[src/rtl/branch_pkg.sv]
// Shared definitions for the branch predictor: condition op encodings,
// 2-bit saturating counter states and the counter training step.
package branch_pkg;

  typedef enum logic [1:0] {
    BR_EQZ = 2'd0,
    BR_NEZ = 2'd1,
    BR_LTZ = 2'd2,
    BR_GEZ = 2'd3
  } br_op_e;

  localparam logic [1:0] CNT_SNT   = 2'b00;
  localparam logic [1:0] CNT_WNT   = 2'b01;
  localparam logic [1:0] CNT_WT    = 2'b10;
  localparam logic [1:0] CNT_ST    = 2'b11;
  localparam logic [1:0] CNT_RESET = CNT_WNT;

  // One training step: move toward the resolved direction, saturating at both ends.
  function automatic logic [1:0] cnt_next(input logic [1:0] cnt, input logic taken);
    if (taken) return (cnt == CNT_ST)  ? CNT_ST  : cnt + 2'b01;
    else       return (cnt == CNT_SNT) ? CNT_SNT : cnt - 2'b01;
  endfunction

endpackage

[src/rtl/branch_cond.sv]
// Combinational branch condition evaluator: tests a register operand
// against zero or its sign bit according to the op encoding.
module branch_cond
  import branch_pkg::*;
#(
  parameter int WIDTH = 16
) (
  input  logic [WIDTH-1:0] i_val,
  input  br_op_e           i_op,
  output logic             o_taken
);

  always_comb begin
    o_taken = 1'b0;
    unique case (i_op)
      BR_EQZ: o_taken = (i_val == '0);
      BR_NEZ: o_taken = (i_val != '0);
      BR_LTZ: o_taken = i_val[WIDTH-1];
      BR_GEZ: o_taken = !i_val[WIDTH-1];
      default: o_taken = 1'b0;
    endcase
  end

endmodule

[src/rtl/branch_predict_unit.sv]
// Untagged table of 2-bit saturating counters: registered lookup for fetch,
// resolve/train from execute with registered mispredict, redirect target and stats.
module branch_predict_unit
  import branch_pkg::*;
#(
  parameter int WIDTH = 16,
  parameter int DEPTH = 64,
  parameter int CNT_W = 16
) (
  input  logic             clk,
  input  logic             rst,
  input  logic             lk_valid,
  input  logic [WIDTH-1:0] lk_pc,
  output logic             pred_valid,
  output logic             pred_taken,
  input  logic             rs_valid,
  input  logic [WIDTH-1:0] rs_pc,
  input  logic [WIDTH-1:0] rs_val,
  input  logic [WIDTH-1:0] rs_imm,
  input  logic [1:0]       rs_op,
  input  logic             rs_pred,
  output logic             mis_valid,
  output logic [WIDTH-1:0] mis_target,
  output logic [CNT_W-1:0] mis_count
);

  localparam int IDX_W = $clog2(DEPTH);

  logic [1:0]       r_table [DEPTH];
  logic [IDX_W-1:0] w_lk_idx;
  logic [IDX_W-1:0] w_rs_idx;
  logic             w_taken;
  logic             w_mispredict;
  logic [WIDTH-1:0] w_target;
  logic             w_unused;

  // PC bits above the index are deliberately dropped; aliasing is accepted.
  assign w_lk_idx = lk_pc[IDX_W-1:0];
  assign w_rs_idx = rs_pc[IDX_W-1:0];
  assign w_unused = ^lk_pc[WIDTH-1:IDX_W];

  branch_cond #(.WIDTH(WIDTH)) u_cond (
    .i_val   (rs_val),
    .i_op    (br_op_e'(rs_op)),
    .o_taken (w_taken)
  );

  assign w_mispredict = w_taken != rs_pred;
  assign w_target     = w_taken ? rs_pc + rs_imm : rs_pc + {{(WIDTH-1){1'b0}}, 1'b1};

  always_ff @(posedge clk) begin
    if (rst) begin
      // NOTE: the table is reset entry by entry because the reset state (weakly
      // not-taken) is architecturally visible; this keeps it in flops, not a RAM macro.
      for (int i = 0; i < DEPTH; i++) r_table[i] <= CNT_RESET;
      pred_valid <= 1'b0;
      pred_taken <= 1'b0;
      mis_valid  <= 1'b0;
      mis_target <= '0;
      mis_count  <= '0;
    end else begin
      pred_valid <= lk_valid;
      // Lookup reads the pre-update entry even when a resolve hits the same index.
      if (lk_valid) pred_taken <= r_table[w_lk_idx][1];

      mis_valid <= rs_valid && w_mispredict;
      if (rs_valid) begin
        mis_target          <= w_target;
        r_table[w_rs_idx]   <= cnt_next(r_table[w_rs_idx], w_taken);
        if (w_mispredict && (mis_count != {CNT_W{1'b1}}))
          mis_count <= mis_count + {{(CNT_W-1){1'b0}}, 1'b1};
      end
    end
  end

endmodule

[config.mk]
export PLATFORM = sky130hd
export DESIGN_NAME = branch_predict_unit
export DESIGN_NICKNAME = d
export VERILOG_FILES = /design/src/rtl/branch_pkg.sv /design/src/rtl/branch_cond.sv /design/src/rtl/branch_predict_unit.sv
export SDC_FILE = /design/constraint.sdc
export NUM_CORES = 1
export LEC_CHECK = 0
export BUFFER_PORTS_ARGS = -buffer_cell sky130_fd_sc_hd__buf_2
export CAP_MARGIN = 40
export CORE_UTILIZATION = 34
export DETAILED_ROUTE_END_ITERATION = 8
export GPL_ROUTABILITY_DRIVEN = 0
export PLACE_DENSITY_LB_ADDON = 0.15
export REMOVE_ABC_BUFFERS = 1
export SYNTH_ARGS = -nofsm -noshare
export SYNTH_HDL_FRONTEND = slang
export SYNTH_HIERARCHICAL = 1
export SYNTH_SLANG_ARGS = --single-unit
[constraint.sdc]
create_clock -name clk -period 9.6 [get_ports clk]
set_input_delay 0.96 -clock clk [delete_from_list [all_inputs] [get_ports clk]]
set_output_delay 0.96 -clock clk [all_outputs]
set_load 0.1 [all_outputs]
==> results.yml, run 1 <==
power_and_ir_drop:
  ir_worst_vdd_mv: 0.107
  seqPwrFrac: 0.438
  power.density_mw_per_mm2: 170
  power_frac_comb: 0.186
  power_uw: 1810
  p_clk_frac: 0.377
  intPower_uw: 1230
  switching_power_uw: 580
  power.leakage_uw: 0.00387
  p_sw_frac: 0.320
global_routing:
  grt.overflow.total: 0
  grt_pass1_wl_microns: 41300
  grt_pass1_vias: 6910
  antenna_found_initial: 1
  track_usage: 0.194
  grt_max_degree: 65
synthesis:
  syn_area_per_cell_sq_um: 10.8
  ys_ff_latch: 163
  netlist_area_sq_mm: 0.00942
  synth_top_area_share: 0.408
  synth_common_cells: "edfxtp_1 (128), nor2_1 (81), nand2_1 (71)"
  synth_area_leaders: "edfxtp_1 (41%), mux4_2 (8.8%), dfxtp_1 (7.4%)"
  synth_edf_count: 128
  syn_inst: 868
  yosysSeqAreaShare: 0.483
  ys_warn_count: 6
  yosysTopAreaCell: "edfxtp_1"
  synthDistinctLibCells: 68
  synth_ff_type: "edfxtp_1"
  synthArstFlopShare: 0
  yosysMostFrequentCell: "edfxtp_1"
timing:
  setup_viol_count_final: 0
  fin_crit_ns: 4.69
  finalCritPeriodShare: 0.488
  fmax_mhz: 213
  hold_viol_final: 0
  rsz0062_at_grt: "no"
  worst_slew_pin_slew_ns: 0.894
  fin_worst_skew_ns: 0.0231
  slew_viol_final: 0
  tns_ns: 0
  slew-limit-headroom: 0.402
floorplanning:
  die_area_sq_mm: 0.0284
  io_pins: 106
  core_region_area_sq_mm: 0.0270
  die_w_microns: 168
  die_y_microns: 168
  rows: 60
  start_util: 0.348
layout:
  fillers: 2674
  final_cell_area_sq_mm: 0.0106
  layout.nets: 1007
  seq_area_sq_mm: 0.00454
  area_growth_syn_to_layout_pct: 13.1
  multi_input_area_sq_mm: 0.00447
  drive_gt1_frac: 0.237
clocking:
  clk_latency_ns: 0.44
  cts-root-buf: "clkbuf_16"
  ctsLongestPathBuffers: 2
  numCtsBuffers: 17
  post_cts_buffers: 0
  clkSlewWorstSetupHoldPaths_ns: 0.07
  cts_tree: "done"
  cts_sinks: 163
  cts_hold_buf: 0
  htreeDepth: 4
  cts_resized: 0
setup_path:
  critPathArrivalTime_ns: 4.84
  crit_fanout: 50
  worst_setup_path_end_kind: "flop"
  path_class: "input pin to flop"
  cp-start-kind: "input pin"
  critPathRequiredTime_ns: 9.75
detailed_routing:
  wl_microns: 26600
  drt_iter0_drc: 612
  firstDrtPassIters: 5
  ant_nets: 0
  via_per_inst: 5.58
  drc: 0
  vias: 7111
  wire_per_inst_microns: 20.9
min_path:
  hp-class: "flop to flop"
placed_design:
  dp_hpwl_microns: 17300
  placed_cell_area_sq_mm: 0.0101
  io_buffer_count: 95
flow_run:
  drv_cap: 0
status:
  status: "finished, final reports clean"
state kept, by name, summed over array words and instances, names as in the netlist:
register / count
pred_taken: 1
pred_valid: 1
mis_count: 16
mis_target: 16
mis_valid: 1
r_table: 128
path summary, 6_finish.rpt:
kind / start / end / slack, ns / cells after the start
min reg2reg: mis_target[2]$_SDFFE_PP0P_ / mis_target[2]$_SDFFE_PP0P_ / 0.49 / 2
max: rs_pc[2] / r_table[11][0]$_SDFFCE_PN1P_ / 4.91 / 10
min: mis_target[2]$_SDFFE_PP0P_ / mis_target[2]$_SDFFE_PP0P_ / 0.49 / 2
max reg2reg: r_table[19][1]$_SDFFCE_PN0P_ / r_table[11][0]$_SDFFCE_PN1P_ / 5.92 / 8
routing by layer:
| layer | wire (microns) | GRT usage | share of wire | up-vias |
|---|---|---|---|---|
| met5 | 0 | 0 | 0 | - |
| met2 | 12100 | 0.305 | 0.46 | 243 |
| met4 | 393 | 0.0545 | 0.015 | 0 |
| met3 | 1470 | 0.0369 | 0.055 | 19 |
| li1 | - | - | - | 3332 |
| met1 | 12600 | 0.273 | 0.47 | 3517 |
metrics by stage:
stage	hold WS (ns)	setup WS, ns	util	instances
finish	0.490	4.91	0.394	1274
global route	0.525	4.65	0.394	1273
CTS	0.491	4.97	0.394	1273
detailed placement	0.477	4.52	0.373	1241
global placement	0.471	4.53	0.371	1236
floorplan	0.915	5.51	-	791
layout by cell type (no fill, tap or decap), types with 4 or more instances in the layout:
cell type,Yosys,routed
mux2_2,8,8
xor2_1,16,16
nand4_1,6,6
nor4_1,11,11
a21oi_1,22,22
nand3b_1,4,4
ha_1,16,16
nand3_1,65,65
nand2b_1,28,28
o21ai_0,11,11
edfxtp_1,128,128
a22oi_1,6,6
and3_1,4,4
or2_2,16,16
o21bai_1,6,6
mux2i_1,28,28
clkbuf_16,0,17
a31o_2,4,4
nor3b_1,7,6
mux4_2,37,37
and3b_1,4,4
a21o_1,34,34
inv_1,7,7
nor3_1,50,48
inv_6,0,5
and2_1,19,19
a211oi_1,4,4
dfxtp_1,35,35
nand2_1,71,71
inv_8,0,4
buf_4,2,12
nor2_1,81,80
xnor2_1,9,9
or3_1,7,7
buf_2,18,94
final cells by class:
class,instances,area share
flip-flops and latches,163,0.427
multi-input cells,619,0.420
repair buffers,109,0.0558
clock buffers,18,0.0412
well taps,341,0.0401
clock inverters,14,0.0127
inverters,9,0.00317
diodes,1,0.000235
power groups by stage:
stage	combinational, uW	clock, uW	sequential [uW]
finish	337	683	794
global route	362	720	796
CTS	338	697	794
detailed placement	337	0	809
global placement	337	0	809
floorplan	155	0	875
cells by family (layout without fill, tap and decap cells):
logic type	after synthesis	count (layout)	share of synthesized area
multiplexers	74	74	0.129
adder cells (fa/ha/maj)	19	19	0.0256
other	0	1	0
buffers and inverters	86	150	0.0446
AO/OA/AOI/OAI	117	117	0.0901
XOR/XNOR	25	25	0.0233
flip-flops	163	163	0.483
AND/OR/NAND/NOR	384	384	0.205
worst max-delay path, stage by stage:
cell,delay [ns]
buf_2,0.08
buf_4,0.53
clkinv_1,0.56
a31oi_1,0.28
a41oi_1,0.15
or3_1,0.40
a2111oi_2,0.40
maj3_2,0.67
buf_4,0.55
nand3_1,0.15
(Power assumes the default switching activity.)
==> run 2: changes to the inputs <==
==> constraint.sdc (replaced) <==
create_clock -name clk -period 3.9 [get_ports clk]
set_input_delay 0.39 -clock clk [delete_from_list [all_inputs] [get_ports clk]]
set_output_delay 0.39 -clock clk [all_outputs]
set_load 0.1 [all_outputs]
==> results.yml, run 2 (synthesized netlist as in run 1, its figures left out) <==
layout:
  layout.nets: 1040
  largest_register_ffs: 128
  drive_gt1_frac: 0.261
  final_common_cell: "edfxtp_1"
  top_register: "r_table"
  area_growth_syn_to_layout_pct: 16.9
  fillers: 2634
  reg_top3: "r_table (128), mis_count (16), mis_target (16)"
  final_cell_mix: "edfxtp_1 (128), buf_2 (94), nor2_1 (81), nand2_1 (71), nand3_1 (65)"
  antenna_cells: 0
  final_cell_area_sq_mm: 0.0110
timing:
  slew_viol_final: 0
  worst_slew_pin_slew_ns: 0.825
  tns_ns: 0
  fin_worst_skew_ns: 0.0192
  hold_viol_final: 0
  slew-limit-headroom: 0.448
  finalCritPeriodShare: 0.800
  rsz0062_at_grt: "no"
  setup_viol_count_final: 0
  setup_ws_ns: 0.780
  fin_crit_ns: 3.12
  fmax_mhz: 321
detailed_routing:
  firstDrtPassIters: 6
  wl_microns: 27600
  drt_iter0_drc: 492
  via_per_inst: 5.49
  ant_nets: 0
  wire_per_inst_microns: 21.1
  vias: 7168
  drc: 0
power_and_ir_drop:
  seqPwrFrac: 0.420
  power_uw: 4660
  ir_worst_vdd_mv: 0.236
  p_clk_frac: 0.388
  switching_power_uw: 1410
  power.leakage_uw: 0.00406
  power_frac_comb: 0.192
  p_sw_frac: 0.302
  power.density_mw_per_mm2: 423
  intPower_uw: 3250
clocking:
  numCtsBuffers: 17
  ctsLongestPathBuffers: 2
  htreeDepth: 4
  clkSlewWorstSetupHoldPaths_ns: 0.08
  post_cts_buffers: 0
  cts_sinks: 163
  cts_resized: 0
  cts-root-buf: "clkbuf_16"
  cts_tree: "done"
  cts_hold_buf: 0
  clk_latency_ns: 0.44
global_routing:
  grt.overflow.total: 0
  grt_max_degree: 61
  grt_pass1_wl_microns: 42000
  track_usage: 0.200
  grt_pass1_vias: 7006
  antenna_found_initial: 0
setup_path:
  regToRegSetupSlack_ns: 0.80
  rr_startpoint: "r_table[19][1]$_SDFFCE_PN0P_"
  worst_r2r_endpoint: "r_table[18][1]$_SDFFCE_PN0P_"
  critPathRequiredTime_ns: 4.25
  r2r_cells: 8
  path_buf_inv: 2
  worst_setup_path_end_kind: "flop"
  crit_path_top_delay_cell: "a221oi_1"
  critPathArrivalTime_ns: 3.47
  crit_fanout: 5
  slowest_delay_ns: 0.35
  crit_family: "compound AO/OA/AOI/OAI gates"
  path_class: "input pin to flop"
  cp-startpoint: "rs_val[10]"
  cp.depth: 15
  path_cells: "buf_2 -> nor4_1 -> nand4_1 -> o41ai_2 -> xor2_1 -> buf_4 -> and2_1 -> ha_1 -> a21o_1 -> a21oi_1 -> o21ai_0 -> a31o_2 -> a221oi_1 -> xnor2_1 -> a211oi_1"
  setup.worst_path.end: "mis_target[15]$_SDFFE_PP0P_"
  cp-start-kind: "input pin"
floorplanning:
  core_region_area_sq_mm: 0.0270
  die_area_sq_mm: 0.0284
  die_w_microns: 168
  start_util: 0.348
  rows: 60
  io_pins: 106
  die_y_microns: 168
placed_design:
  place_ws_ns: 0.304
  dp_hpwl_microns: 19500
  placed_cell_area_sq_mm: 0.0104
  io_buffer_count: 95
flow_run:
  drv_cap: 0
min_path:
  hp-class: "input pin to flop"
status:
  status: "finished, final reports clean"
## run 2: metrics by stage
step | util | hold WS (ns) | instances
after CTS | 0.407 | 0.176 | 1306
after global placement | 0.383 | 0.470 | 1272
after global routing | 0.407 | 0.219 | 1306
final | 0.407 | 0.183 | 1306
after floorplan | - | 0.459 | 791
after detailed placement | 0.384 | 0.480 | 1274
## run 2: metal layers
layer	vias to the layer above	track usage	routed length (microns)
met5	-	0	0
met4	0	0.0522	334
met3	23	0.0317	1480
met2	244	0.330	13100
met1	3502	0.272	12700
li1	3399	-	-
## run 2: worst register-to-register path, stage by stage (launching register included)
cell,delay [ns]
edfxtp_1,0.40
mux4_2,0.50
mux2i_1,0.24
o22ai_1,0.15
or3_1,0.38
a2111oi_2,0.38
maj3_2,0.46
buf_4,0.25
nor4_1,0.07
## run 2: power groups by stage
stage               Combinational [uW]  Clock [uW]  Sequential, uW
finish                             894        1810            1960
CTS                                897        1830            1960
global placement                   890           0            1990
floorplan                          381           0            2150
global route                       958        1900            1960
detailed placement                 896           0            1990
## run 2: worst min path at each step
stage	start	endpoint	slack [ns]	cells after the start
finish	lk_valid	pred_valid$_SDFF_PP0_	0.18	2
global route	lk_valid	pred_valid$_SDFF_PP0_	0.22	2
floorplan	rst	mis_count[4]$_SDFFE_PP0P_	0.46	1
CTS	lk_valid	pred_valid$_SDFF_PP0_	0.18	2
global placement	mis_target[2]$_SDFFE_PP0P_	mis_target[2]$_SDFFE_PP0P_	0.47	2
detailed placement	mis_target[2]$_SDFFE_PP0P_	mis_target[2]$_SDFFE_PP0P_	0.48	2
## run 2: cell type report
class | count | area [sq um] | share of cell area
flip-flops and latches | 163 | 4540 | 0.413
inverters | 9 | 33.8 | 0.00307
clock buffers | 18 | 429 | 0.0390
clock inverters | 14 | 190 | 0.0173
multi-input cells | 619 | 4470 | 0.406
well taps | 341 | 427 | 0.0388
repair buffers | 142 | 913 | 0.0830
==> run 3: changes to the inputs <==
==> constraint.sdc (replaced) <==
create_clock -name clk -period 2.8 [get_ports clk]
set_input_delay 0.28 -clock clk [delete_from_list [all_inputs] [get_ports clk]]
set_output_delay 0.28 -clock clk [all_outputs]
set_load 0.1 [all_outputs]
==> results.yml, run 3 (synthesized netlist as in run 1, its figures left out) <==
timing:
  setup_ws_ns: -0.143
  fin_worst_skew_ns: 0.0132
  finalCritPeriodShare: 1.05
  fmax_mhz: 340
  hold_viol_final: 0
  tns_ns: -7.79
  fin_crit_ns: 2.94
  slew-limit-headroom: 0.385
  slew_viol_final: 0
  setup_viol_count_final: 117
  worst_slew_pin_slew_ns: 0.920
  rsz0062_at_grt: "yes"
global_routing:
  track_usage: 0.208
  grt_pass1_vias: 7441
  grt.overflow.total: 0
  antenna_found_initial: 0
  grt_pass1_wl_microns: 44100
  grt_max_degree: 66
power_and_ir_drop:
  power.leakage_uw: 0.00475
  power.density_mw_per_mm2: 541
  ir_worst_vdd_mv: 0.351
clocking:
  clk_latency_ns: 0.44
  cts-root-buf: "clkbuf_16"
  cts_sinks: 163
  clkSlewWorstSetupHoldPaths_ns: 0.07
  cts_hold_buf: 0
  ctsLongestPathBuffers: 2
  htreeDepth: 4
  cts_tree: "done"
  numCtsBuffers: 17
setup_path:
  worst_setup_path_end_kind: "flop"
  worst_r2r_endpoint: "r_table[12][0]$_SDFFCE_PN1P_"
  critPathArrivalTime_ns: 3.24
  path_class: "flop to flop"
  rr_startpoint: "r_table[30][0]$_SDFFCE_PN1P_"
  regToRegSetupSlack_ns: -0.14
  setup.worst_path.end: "r_table[12][0]$_SDFFCE_PN1P_"
  cp-startpoint: "r_table[30][0]$_SDFFCE_PN1P_"
  critPathRequiredTime_ns: 3.09
  crit_fanout: 11
  cp-start-kind: "flop"
  r2r_cells: 9
layout:
  utilization: 0.466
  seq_area_sq_mm: 0.00454
  final_common_cell: "edfxtp_1"
  area_growth_syn_to_layout_pct: 33.8
  final_cell_mix: "edfxtp_1 (128), buf_4 (110), buf_2 (89), nand2_1 (67), nor2_1 (64)"
  top_register: "r_table"
  antenna_cells: 0
  reg_top3: "r_table (128), mis_count (16), mis_target (16)"
  fillers: 2545
  drive_gt1_frac: 0.421
  layout.nets: 1132
  largest_register_ffs: 128
  multi_input_area_sq_mm: 0.00509
floorplanning:
  die_y_microns: 168
  rows: 60
  io_pins: 106
  start_util: 0.348
  core_region_area_sq_mm: 0.0270
  die_w_microns: 168
  die_area_sq_mm: 0.0284
detailed_routing:
  firstDrtPassIters: 5
  vias: 7679
  wl_microns: 29900
  drt_iter0_drc: 620
  ant_nets: 0
  via_per_inst: 5.49
  drc: 0
  wire_per_inst_microns: 21.4
status:
  status: "finished, violations left"
  violations: "setup timing"
placed_design:
  dp_hpwl_microns: 19900
  place_ws_ns: -0.605
  io_buffer_count: 95
flow_run:
  drv_cap: 0
min_path:
  hp-class: "input pin to flop"
## run 3: cell types whose count changed in the layout (fill, tap and decap cells not counted), moves of 13 or more
cell     change
buf_4       +68
nor3_2      +20
nand3_1     -25
nor2_1      -17
nor2_2      +13
nand3_2     +25
nor3_1      -27
## run 3: cell type report
type | count | area share
sequential | 163 | 0.361
timing repair buffer | 234 | 0.153
clock buffer | 17 | 0.0338
inverter | 9 | 0.00268
clock inverter | 15 | 0.0114
multi-input combinational | 619 | 0.404
tap | 341 | 0.0339
## run 3: layer usage
metal / part of all wire / up-vias / track usage
met5: 0 / - / 0
met4: 0.021 / 0 / 0.0613
met3: 0.051 / 37 / 0.0282
met2: 0.47 / 267 / 0.331
met1: 0.46 / 3777 / 0.294
li1: - / 3598 / -
## run 3: how the worst min path moves through the flow
stage                                            to  slack (ns)                     from  cells after the start
after floorplan           mis_count[4]$_SDFFE_PP0P_        0.35                      rst                      1
after global placement      pred_taken$_SDFFE_PP0P_        0.47  pred_taken$_SDFFE_PP0P_                      2
after detailed placement    pred_taken$_SDFFE_PP0P_        0.48  pred_taken$_SDFFE_PP0P_                      2
after CTS                     pred_valid$_SDFF_PP0_        0.07                 lk_valid                      2
after global routing          pred_valid$_SDFF_PP0_        0.07                 lk_valid                      2
final                         pred_valid$_SDFF_PP0_        0.08                 lk_valid                      2
## run 3: worst max-delay path, stage by stage (launching register included)
cell       delay, ns
edfxtp_1        0.38
mux4_2          0.50
mux2i_1         0.27
o22ai_4         0.10
a211oi_2        0.26
or4b_4          0.49
maj3_2          0.36
buf_12          0.17
clkbuf_16       0.19
nand3_1         0.09
## run 3: what timing repair did
item	4_1_cts	5_1_grt
gates cloned	3	9
gates resized for setup	27	124
pin swaps	17	29
setup endpoints to repair	137	138
setup buffers	4	6
## run 3: metrics by stage
| stage | cell area, sq um | cells | total power [uW] | hold WS (ns) |
|---|---|---|---|---|
| 2_1_floorplan | 9030 | 791 | 3530 | 0.349 |
| 3_3_place_gp | 11000 | 1347 | 4140 | 0.467 |
| 3_5_place_dp | 11000 | 1347 | 4130 | 0.477 |
| 4_1_cts | 11800 | 1386 | 6540 | 0.0678 |
| 5_1_grt | 12600 | 1398 | 7030 | 0.0732 |
| 6_report | 12600 | 1398 | 6810 | 0.0774 |
## run 3: power breakdown
| group | total, uW | leakage (uW) | internal [uW] | switching (uW) |
|---|---|---|---|---|
| registers | 2730 | 0.00144 | 2680 | 47.4 |
| logic | 1780 | 0.00303 | 732 | 1040 |
| clock network | 2310 | 0.000286 | 1180 | 1130 |
